## src/rtl/ram_loader_if.sv

```systemverilog
// Operand-fetch bus between ram_loader, the data RAM read port and the MAC operand inputs.
// master = loader side; slave = RAM/MAC side.
interface ram_loader_if #(
    parameter int unsigned DATA_W = 18,
    parameter int unsigned ADDR_W = 8
);
    logic              start;
    logic [ADDR_W-1:0] base_addr;
    logic [31:0]       dataRAM;
    logic              ram_en;
    logic [ADDR_W-1:0] address;
    logic              busy;
    logic [DATA_W-1:0] OP1;
    logic [DATA_W-1:0] OP2;
    logic [DATA_W-1:0] OP3;
    logic [DATA_W-1:0] OP4;
    logic              op_valid;

    modport master (
        input  start, base_addr, dataRAM,
        output ram_en, address, busy, OP1, OP2, OP3, OP4, op_valid
    );

    modport slave (
        output start, base_addr, dataRAM,
        input  ram_en, address, busy, OP1, OP2, OP3, OP4, op_valid
    );
endinterface

```

## src/rtl/ram_loader.sv

```systemverilog
// Fetches LANES consecutive words from a sync-read RAM and presents them together
// as MAC operands, pulsing op_valid once the full set is committed.
module ram_loader #(
    parameter int unsigned DATA_W  = 18,
    parameter int unsigned ADDR_W  = 8,
    parameter int unsigned LANES   = 4,
    parameter int unsigned RAM_LAT = 1
) (
    input  logic          clk,
    input  logic          rst,
    ram_loader_if.master  bus
);
    localparam int unsigned IDX_W = $clog2(LANES);
    localparam int unsigned CNT_W = 2;
    localparam logic [IDX_W-1:0] LAST_IDX  = IDX_W'(LANES - 1);
    localparam logic [CNT_W-1:0] LAST_WAIT = CNT_W'(RAM_LAT - 1);

    typedef enum logic [1:0] {IDLE, READ, WAIT} state_t;

    state_t            state_q;
    logic [ADDR_W-1:0] base_q;
    logic [ADDR_W-1:0] address_q;
    logic [IDX_W-1:0]  idx_q;
    logic [CNT_W-1:0]  wait_q;
    logic              ram_en_q;
    logic              busy_q;
    logic              op_valid_q;
    logic [DATA_W-1:0] stage_q  [LANES-1];
    logic [DATA_W-1:0] op_q     [LANES];
    logic              tag_vld_q [RAM_LAT];
    logic [IDX_W-1:0]  tag_idx_q [RAM_LAT];

    logic [DATA_W-1:0] word_c;
    logic              unused_hi;

    assign word_c    = bus.dataRAM[DATA_W-1:0];
    assign unused_hi = ^bus.dataRAM[31:DATA_W];

    // Sequencer, tag pipe tracking in-flight reads, staging and commit of the operand set.
    always_ff @(posedge clk or negedge rst) begin
        if (!rst) begin
            state_q    <= IDLE;
            base_q     <= '0;
            address_q  <= '0;
            idx_q      <= '0;
            wait_q     <= '0;
            ram_en_q   <= 1'b0;
            busy_q     <= 1'b0;
            op_valid_q <= 1'b0;
            for (int unsigned k = 0; k < LANES - 1; k++) stage_q[k] <= '0;
            for (int unsigned k = 0; k < LANES; k++)     op_q[k]    <= '0;
            for (int unsigned i = 0; i < RAM_LAT; i++) begin
                tag_vld_q[i] <= 1'b0;
                tag_idx_q[i] <= '0;
            end
        end else begin
            op_valid_q   <= 1'b0;
            tag_vld_q[0] <= ram_en_q;
            tag_idx_q[0] <= idx_q;
            for (int unsigned i = 1; i < RAM_LAT; i++) begin
                tag_vld_q[i] <= tag_vld_q[i-1];
                tag_idx_q[i] <= tag_idx_q[i-1];
            end

            // Tag emerges alongside its data word; the last word commits the whole set.
            if (tag_vld_q[RAM_LAT-1]) begin
                if (tag_idx_q[RAM_LAT-1] == LAST_IDX) begin
                    for (int unsigned k = 0; k < LANES - 1; k++) op_q[k] <= stage_q[k];
                    op_q[LANES-1] <= word_c;
                    op_valid_q    <= 1'b1;
                end else begin
                    for (int unsigned k = 0; k < LANES - 1; k++) begin
                        if (tag_idx_q[RAM_LAT-1] == IDX_W'(k)) stage_q[k] <= word_c;
                    end
                end
            end

            case (state_q)
                IDLE: begin
                    if (bus.start) begin
                        base_q    <= bus.base_addr;
                        address_q <= bus.base_addr;
                        idx_q     <= '0;
                        ram_en_q  <= 1'b1;
                        busy_q    <= 1'b1;
                        state_q   <= READ;
                    end
                end
                READ: begin
                    if (idx_q == LAST_IDX) begin
                        ram_en_q <= 1'b0;
                        wait_q   <= '0;
                        state_q  <= WAIT;
                    end else begin
                        idx_q     <= idx_q + IDX_W'(1);
                        address_q <= base_q + ADDR_W'(idx_q) + ADDR_W'(1);
                    end
                end
                WAIT: begin
                    if (wait_q == LAST_WAIT) begin
                        busy_q  <= 1'b0;
                        state_q <= IDLE;
                    end else begin
                        wait_q <= wait_q + CNT_W'(1);
                    end
                end
                default: state_q <= IDLE;
            endcase
        end
    end

    assign bus.ram_en   = ram_en_q;
    assign bus.address  = address_q;
    assign bus.busy     = busy_q;
    assign bus.op_valid = op_valid_q;
    assign bus.OP1      = op_q[0];
    assign bus.OP2      = op_q[1];
    assign bus.OP3      = op_q[2];
    assign bus.OP4      = op_q[3];
endmodule

```

## src/flat_wrapper.sv

```systemverilog
// flat-port wrapper written by rule: the top's interface ports become plain ports
module ram_loader_flat 
#(
    parameter int unsigned DATA_W  = 18,
    parameter int unsigned ADDR_W  = 8,
    parameter int unsigned LANES   = 4,
    parameter int unsigned RAM_LAT = 1
)
  (clk, rst, bus_start, bus_base_addr, bus_dataRAM, bus_ram_en, bus_address, bus_busy, bus_OP1, bus_OP2, bus_OP3, bus_OP4, bus_op_valid);
  ram_loader_if #(.DATA_W(DATA_W), .ADDR_W(ADDR_W)) bus_i ();
  input  logic clk;
  input  logic rst;
  input wire logic [$bits(bus_i.start)-1:0] bus_start;
  input wire logic [$bits(bus_i.base_addr)-1:0] bus_base_addr;
  input wire logic [$bits(bus_i.dataRAM)-1:0] bus_dataRAM;
  output wire logic [$bits(bus_i.ram_en)-1:0] bus_ram_en;
  output wire logic [$bits(bus_i.address)-1:0] bus_address;
  output wire logic [$bits(bus_i.busy)-1:0] bus_busy;
  output wire logic [$bits(bus_i.OP1)-1:0] bus_OP1;
  output wire logic [$bits(bus_i.OP2)-1:0] bus_OP2;
  output wire logic [$bits(bus_i.OP3)-1:0] bus_OP3;
  output wire logic [$bits(bus_i.OP4)-1:0] bus_OP4;
  output wire logic [$bits(bus_i.op_valid)-1:0] bus_op_valid;
  assign bus_i.start = bus_start;
  assign bus_i.base_addr = bus_base_addr;
  assign bus_i.dataRAM = bus_dataRAM;
  assign bus_ram_en = bus_i.ram_en;
  assign bus_address = bus_i.address;
  assign bus_busy = bus_i.busy;
  assign bus_OP1 = bus_i.OP1;
  assign bus_OP2 = bus_i.OP2;
  assign bus_OP3 = bus_i.OP3;
  assign bus_OP4 = bus_i.OP4;
  assign bus_op_valid = bus_i.op_valid;
  ram_loader #(.DATA_W(DATA_W), .ADDR_W(ADDR_W), .LANES(LANES), .RAM_LAT(RAM_LAT)) u_core (.clk(clk), .rst(rst), .bus(bus_i));
endmodule
```

## config.mk

```make
export PLATFORM = sky130hd
export DESIGN_NAME = ram_loader_flat
export DESIGN_NICKNAME = d
export VERILOG_FILES = /design/src/rtl/ram_loader_if.sv /design/src/rtl/ram_loader.sv /design/src/flat_wrapper.sv
export SDC_FILE = /design/constraint.sdc
export NUM_CORES = 1
export LEC_CHECK = 0
export ABC_CLOCK_PERIOD_IN_PS = 2240
export BUFFER_PORTS_ARGS = -buffer_cell sky130_fd_sc_hd__clkbuf_2
export CAP_MARGIN = 40
export CELL_PAD_IN_SITES_DETAIL_PLACEMENT = 0
export CELL_PAD_IN_SITES_GLOBAL_PLACEMENT = 1
export CORE_AREA = 2 2 120 122
export CTS_CLUSTER_DIAMETER = 150
export DETAILED_ROUTE_END_ITERATION = 8
export DIE_AREA = 0 0 122 124
export PLACE_DENSITY = 0.79
export REMOVE_ABC_BUFFERS = 1
export SYNTH_ARGS = -nofsm -noshare
export SYNTH_HDL_FRONTEND = slang
export SYNTH_SLANG_ARGS = --single-unit
```

## constraint.sdc

```tcl
create_clock -name clk -period 2.24 [get_ports clk]
set_input_delay 0.448 -clock clk [delete_from_list [all_inputs] [get_ports clk]]
set_output_delay 0.448 -clock clk [all_outputs]
set_load 0.005 [all_outputs]
```

# ---- Yosys cells after proc, flatten, opt, wreduce, memory -nomap -nowiden
# Cells that the tools add are included.
dict set report totals {
  elab_cells 69
  input_bits 43
  register_bits 154
}
dict set report op_classes {
  n_reduce_logical 16
  bitwise_logic 1
  mux 20
  addsub 4
  n_eq_ne 11
}
# op count
set ops {}
lappend ops {{AND reduction 3 bit} 8}
lappend ops {{two-way mux 8 bit} 2}
lappend ops {{one-hot mux 8 bit (2 select lines)} 1}
lappend ops {{two-way mux 2 bit} 7}
lappend ops {{adder 8 x 1 -> 8 bit (second input constant)} 1}
lappend ops {{adder 8 x 2 -> 8 bit} 1}
lappend ops {{== test 2 bit (second input constant)} 4}
lappend ops {{one-hot mux 2 bit (2 select lines)} 2}
lappend ops {{zero test 2 bit} 3}
lappend ops {{!= test 2 bit (second input constant)} 3}
lappend ops {{one-hot mux 2 bit (3 select lines)} 1}
lappend ops {{nonzero test 2 bit} 3}
lappend ops {{two-way mux 1 bit} 5}
lappend ops {{adder 2 x 1 -> 2 bit (second input constant)} 2}
lappend ops {{== test 2 x 1 -> 1 bit (second input constant)} 2}
lappend ops {{!= test 2 x 1 -> 1 bit (second input constant)} 2}
lappend ops {{one-hot mux 1 bit (2 select lines)} 2}
lappend ops {{AND reduction 2 bit} 2}
lappend ops {{NOT 1 bit} 1}

# ---- Logic depth before layout (Yosys ltp)
# Gate-level depths: netlist (run 1).
dict set report logic_depth {
  depth_word 4
  depth_mapped 7
}

# ---- Worst setup path after synthesis (run 1)
# OpenSTA, ideal clock, no wires.
dict set report synth_path {
  path_type {reg-to-reg}
  from {register u_core.idx_q[0]}
  to {register u_core.address_q[6], in the netlist u_core.bus.address[6]}
  path_buffers 0
  period_less_slack_ns 1.738
  path_slack_ns 0.502
  path_stages_with_launch 8
  t_arrival_ns 1.607
  path_cell_list {dfrtp_1 inv_1 ha_1 fa_1 nand3b_1 nor2_1 xnor2_1 o211ai_1}
}
dict set report synth_between {
  elab_chain_len 4
}
# element line_no
set synth_rtl {}
lappend synth_rtl {{start, declared} ram_loader.sv:23} ;# logic [IDX_W-1:0] idx_q;
lappend synth_rtl {{start signal, assigned} ram_loader.sv:95} ;# idx_q <= idx_q + IDX_W'(1);
lappend synth_rtl {{adder 8 x 2 -> 8 bit} ram_loader.sv:96} ;# address_q <= base_q + ADDR_W'(idx_q) + ADDR_W'(1);
lappend synth_rtl {{adder 8 x 1 -> 8 bit} ram_loader.sv:96}
lappend synth_rtl {{two-way mux 8 bit} ram_loader.sv:90} ;# if (idx_q == LAST_IDX) begin
lappend synth_rtl {{one-hot mux 8 bit (2 select lines)} ram_loader.sv:78} ;# case (state_q)
lappend synth_rtl {{end signal, assigned} ram_loader.sv:82} ;# address_q <= bus.base_addr;
lappend synth_rtl {{end signal, assigned} ram_loader.sv:96}
lappend synth_rtl {{end, declared} ram_loader.sv:22} ;# logic [ADDR_W-1:0] address_q;
# Parallel ways exist; a longest one is shown, timed or not. The select of a mux whose other input is x is not followed.
# A chain may end at the register's enable or synchronous reset.

# ---- Worst setup path after layout (run 1)
# Same ends and word-level chain as after synthesis.

==> results.ini, run 1 <==
[run_status]
status=finished clean

[route]
drc=0
vias=3554
dr.pass1.iters=4
avgViaCountPerCell=4.98
drt_iter0_markers=163
wl_per_cell_um=15.9
drt_wl_total_um=11300
postRouteAntennaNets=0

[layout]
final_cells=714
mostFrequentLayoutCells=dfrtp_1 (154), mux2_2 (129), clkbuf_2 (110), o21ai_0 (21), clkbuf_16 (17)
syn_to_final_growth_pct=22.2
antenna_cells_inserted=0
final_common_cell=dfrtp_1
multi_input_area_um2=1970
post-route-util=0.533
drive_gt1_frac=0.526
fillerInstances=1171
design_area_um2=7310
seqCellArea_um2=3850
finalNetCount=570

[logic_synthesis]
async_flop_share=1.00
synthAdderAreaFrac=0.0117
ys_ff_latch=154
synth-xor-area-share=0.00878
synth_edf_count=0
syn_area_per_cell_um2=15.1
ys.flop_type=dfrtp_1
yosysWarnings=0
synth_area_um2=5980
seq_area_frac_synth=0.644
synth.distinct_cells=30
synth_compound_area_frac=0.0328
yosys.area_share.simple=0.0330
syn_inst=397
synth_top_family_by_area=multiplexers
synth.area.mux_share=0.243

[cts]
clk_pin_slew_ps=60
hold_buffers=1
htree_levels=4
cts_sinks=154
cts_inserted_buffers=17
cts_tree=built
post-cts-setup-buffer-count=0
clockRootBuffer=clkbuf_16
cts_resized=0
cts_buffer_depth=2
clk_latency_ps=420

[sta]
fin_skew_ps=6.72
final.min_clock_period_ps=1880
hold_ws_ps=251
slew_violations=0
fin_tns_setup_ps=0
fin_crit_sh=0.838
rsz0062_at_grt=false
max_freq_ghz=0.533
relSlewSlack=0.570
finalWorstSetupSlack_ps=363
finalSetupViolations=0
hold_violations=0
tightest_slew_ps=642

[place]
dp_cells=682
pre_cts_ws_ps=352
hpwlAfterDp_um=7560
place_area_um2=6750
numPortBuffers=111
place_congestion=0.800

[critical_path]
cp.required_ps=2540
start_kind=flop
crit_slowest_cell=fa_1
r2r_cells=7
path_class=reg -> reg
endpoint_kind=flop
path_cells=inv_1, ha_1, fa_1, nand3b_1, nor2_1, xnor2_1, o211ai_1
critPathArrivalTime_ps=2170
cpPeakStageDelay_ps=450
cp_max_fo=5
r2r_setup_slack_ps=360

[floorplan]
start_util=0.436
ios=126
die_area_um2=15100
rows=43
die-width_um=122
die_h_um=124
core-area_um2=13700

[grt]
grt_util_all_layers=0.158
grt_pass1_wl_um=18000
grt_max_degree=51
gr-total-overflow=0
antenna_found_initial=0
grt_pass1_vias=3529

[run]
max-cap-violations=0

[hold_path]
hold_path_class=in -> reg
worstHoldPathCells=3

[power_and_ir_drop]
pwr_density_cell_nw_per_um2=1470
seq_power_share=0.455
leakagePower_nw=3.43
p_total_mw=10.7
p_int_mw=7.60
pwr-share-clk=0.245
p_sw_mw=3.14
combinationalPowerShare=0.299
peakVddDrop_v=0.000533
swShare=0.292

registers in the layout (all words and copies together), names as in the netlist, 8 cells and up:
signal,flops
u_core.bus.OP2,18
u_core.bus.OP3,18
u_core.stage_q,54
u_core.bus.OP1,18
u_core.base_q,8
u_core.bus.address,8
u_core.bus.OP4,18
power by group through the flow:
stage | Combinational, mW | Clock, mW | Sequential [mW]
global placement | 3.17 | 0 | 4.86
global route | 3.56 | 2.84 | 5.07
CTS | 3.29 | 2.72 | 4.90
finish | 3.22 | 2.63 | 4.89
detailed placement | 3.27 | 0 | 4.95
floorplan | 1.94 | 0 | 4.82
critical path: cells and delay by family, from the launching register on:
kind | cells | cell delay, ps
adders and majority gates | 2 | 680
DFF | 1 | 400
xor gates and xnor gates | 1 | 130
and+or+nand+nor | 2 | 380
buffers and inverters | 1 | 60
AOI/OAI and AO/OA | 1 | 100
path summary, 6_finish.rpt:
| path | from | to |
|---|---|---|
| worst max-delay path | u_core.idx_q[0] | u_core.bus.address[6] |
| worst min-delay path | bus_base_addr[0] | u_core.base_q[0] |
| worst max register to register | u_core.idx_q[0] | u_core.bus.address[6] |
| worst min register to register | u_core.bus.ram_en | u_core.tag_vld_q |
| max in group asynchronous | rst | u_core.stage_q[3] |
| min in group asynchronous | rst | u_core.bus.OP3[8] |
cells in the mapped netlist, types with 2 or more instances:
cell type	count	area, µm²
a21oi_1	9	45.0
buf_2	2	10.0
buf_4	8	60.1
buf_6	3	33.8
dfrtp_1	154	3850
ha_1	4	50.1
inv_1	13	48.8
mux2_2	129	1450
nand2_1	16	60.1
nand2b_1	2	12.5
nand3_1	2	10.0
nand3b_2	2	22.5
nor2_1	8	30.0
nor2b_1	3	18.8
o211ai_1	3	22.5
o21ai_0	21	105
xnor2_1	4	35.0
xor2_1	2	17.5
per-layer routing:
metal,vias to the layer above,GRT usage,share of wire
met5,-,0,0
met4,0,0.0496,0.012
met3,15,0.0636,0.058
met2,92,0.246,0.47
met1,1807,0.203,0.46
li1,1640,-,-
cell families after synthesis:
family	Yosys count
muxes	129
DFF	154
xor gates and xnor gates	6
buffers and inverters	28
adders and majority gates	5
AOI/OAI and AO/OA	36
and+or+nand+nor	39
cell type report:
type,count,area share
Timing Repair Buffer,120,0.0899
Sequential cell,154,0.527
Multi-Input combinational cell,215,0.270
Clock buffer,23,0.0654
Clock inverter,8,0.00958
Tap cell,180,0.0308
Inverter,14,0.00719
(Power assumes the default switching activity.)
==> run 2: changes to the inputs <==
--- a/config.mk
+++ b/config.mk
@@ -5,7 +5,7 @@
 export SDC_FILE = /design/constraint.sdc
 export NUM_CORES = 1
 export LEC_CHECK = 0
-export ABC_CLOCK_PERIOD_IN_PS = 2240
+export ABC_CLOCK_PERIOD_IN_PS = 1950
 export BUFFER_PORTS_ARGS = -buffer_cell sky130_fd_sc_hd__clkbuf_2
 export CAP_MARGIN = 40
 export CELL_PAD_IN_SITES_DETAIL_PLACEMENT = 0
==> constraint.sdc (replaced) <==
create_clock -name clk -period 1.95 [get_ports clk]
set_input_delay 0.39 -clock clk [delete_from_list [all_inputs] [get_ports clk]]
set_output_delay 0.39 -clock clk [all_outputs]
set_load 0.005 [all_outputs]
==> results.ini, run 2 (synthesis gave the netlist of run 1 again) <==
[grt]
grt_util_all_layers=0.163
grt_pass1_vias=3715
gr-total-overflow=0
grt_pass1_wl_um=18700
grt_max_degree=52
antenna_found_initial=0

[power_and_ir_drop]
pwr_density_cell_nw_per_um2=1680
combinationalPowerShare=0.304
p_total_mw=12.3
p_sw_mw=3.64
seq_power_share=0.456
leakagePower_nw=3.43
p_int_mw=8.67
peakVddDrop_v=0.000557
pwr-share-clk=0.240
swShare=0.296

[cts]
hold_buffers=1
cts_resized=0
post-cts-setup-buffer-count=0
cts_inserted_buffers=17
clockRootBuffer=clkbuf_16
cts_sinks=154
htree_levels=4
clk_latency_ps=420
cts_buffer_depth=2
cts_tree=built
clk_pin_slew_ps=60

[place]
pre_cts_ws_ps=167
dp_cells=684
hpwlAfterDp_um=7830
place_congestion=0.808
numPortBuffers=111
place_area_um2=6790

[sta]
finalSetupViolations=0
final.min_clock_period_ps=1780
hold_violations=0
fin_skew_ps=11.5
relSlewSlack=0.584
tightest_slew_ps=620
fin_crit_sh=0.913
finalWorstSetupSlack_ps=170
rsz0062_at_grt=false
slew_violations=0
max_freq_ghz=0.562

[route]
wl_per_cell_um=16.2
postRouteAntennaNets=0
drt_iter0_markers=168
vias=3576
dr.pass1.iters=4
avgViaCountPerCell=4.99
drt_wl_total_um=11600
drc=0

[layout]
final_common_cell=dfrtp_1
multi_input_area_um2=1970
finalNetCount=572
final_cells=716
antenna_cells_inserted=0
largest_register_ffs=54
drive_gt1_frac=0.528
mostFrequentLayoutCells=dfrtp_1 (154), mux2_2 (129), clkbuf_2 (110), o21ai_0 (21), clkbuf_16 (17)
largest_register=u_core.stage_q
fillerInstances=1166
post-route-util=0.535
design_area_um2=7340
seqCellArea_um2=3850
syn_to_final_growth_pct=22.6

[floorplan]
die_h_um=124
die-width_um=122
rows=43
core-area_um2=13700
ios=126
start_util=0.436
die_area_um2=15100

[critical_path]
cpPeakStageDelay_ps=450
r2r_start=u_core.idx_q[0]
start_kind=flop
critPathArrivalTime_ps=2070
crit_slowest_cell=fa_1
path_class=reg -> reg
cp_max_fo=2
cp.required_ps=2240
endpoint_kind=flop
r2r_cells=7
r2r_setup_slack_ps=170
worst_r2r_endpoint=u_core.bus.address[6]
path_cells=inv_1, ha_1, fa_1, nand3b_1, nor2_1, xnor2_1, o211ai_1

[hold_path]
worstHoldPathCells=3
holdPathEnd=u_core.base_q[5]
hp-start=bus_base_addr[5]
hold_path_class=in -> reg

[run]
max-cap-violations=0

[run_status]
status=finished clean

## run 2: layer usage
layer | wire, µm | global-route usage | vias up
met1 | 5270 | 0.211 | 1826
met2 | 5460 | 0.258 | 96
met5 | 0 | 0 | -
met3 | 734 | 0.0609 | 14
li1 | - | - | 1640
met4 | 123 | 0.0474 | 0
## run 2: stage by stage
stage                     hold slack (ps)  setup TNS, ps
final                                 202              0
after global routing                  211              0
after global placement                341              0
after detailed placement              345              0
after CTS                             179              0
after floorplan                      94.4          -7290
## run 2: how the worst max path moves through the flow
| stage | from | endpoint | slack (ps) | cells after the start |
|---|---|---|---|---|
| finish | u_core.idx_q[0] | u_core.bus.address[6] | 170 | 7 |
| global route | u_core.idx_q[0] | u_core.bus.address[6] | 60 | 7 |
| CTS | u_core.idx_q[0] | u_core.bus.address[6] | 150 | 7 |
| detailed placement | u_core.idx_q[0] | u_core.bus.address[6] | 170 | 7 |
| global placement | u_core.idx_q[0] | u_core.bus.address[6] | 170 | 7 |
| floorplan | u_core.tag_idx_q[0] | u_core.stage_q[36] | -410 | 2 |
## run 2: cell type report
cell class	instances	share of cell area
Inverter	14	0.00716
Timing Repair Buffer	122	0.0950
Tap cell	180	0.0307
Sequential cell	154	0.525
Clock inverter	7	0.00580
Clock buffer	24	0.0670
Multi-Input combinational cell	215	0.269
## run 2: power groups by stage
stage | Clock (mW) | Combinational, mW | Sequential (mW)
floorplan | 0 | 2.23 | 5.54
global placement | 0 | 3.69 | 5.58
global route | 3.20 | 4.18 | 5.81
detailed placement | 0 | 3.81 | 5.68
finish | 2.95 | 3.74 | 5.62
CTS | 3.04 | 3.83 | 5.63
## run 2: critical path, delay by kind of cell (launching register included)
kind | cells | cell delay, ps
fa+ha+maj | 2 | 670
simple gates | 2 | 370
flops | 1 | 350
xor+xnor | 1 | 130
compound gates | 1 | 90
buf+inv | 1 | 50
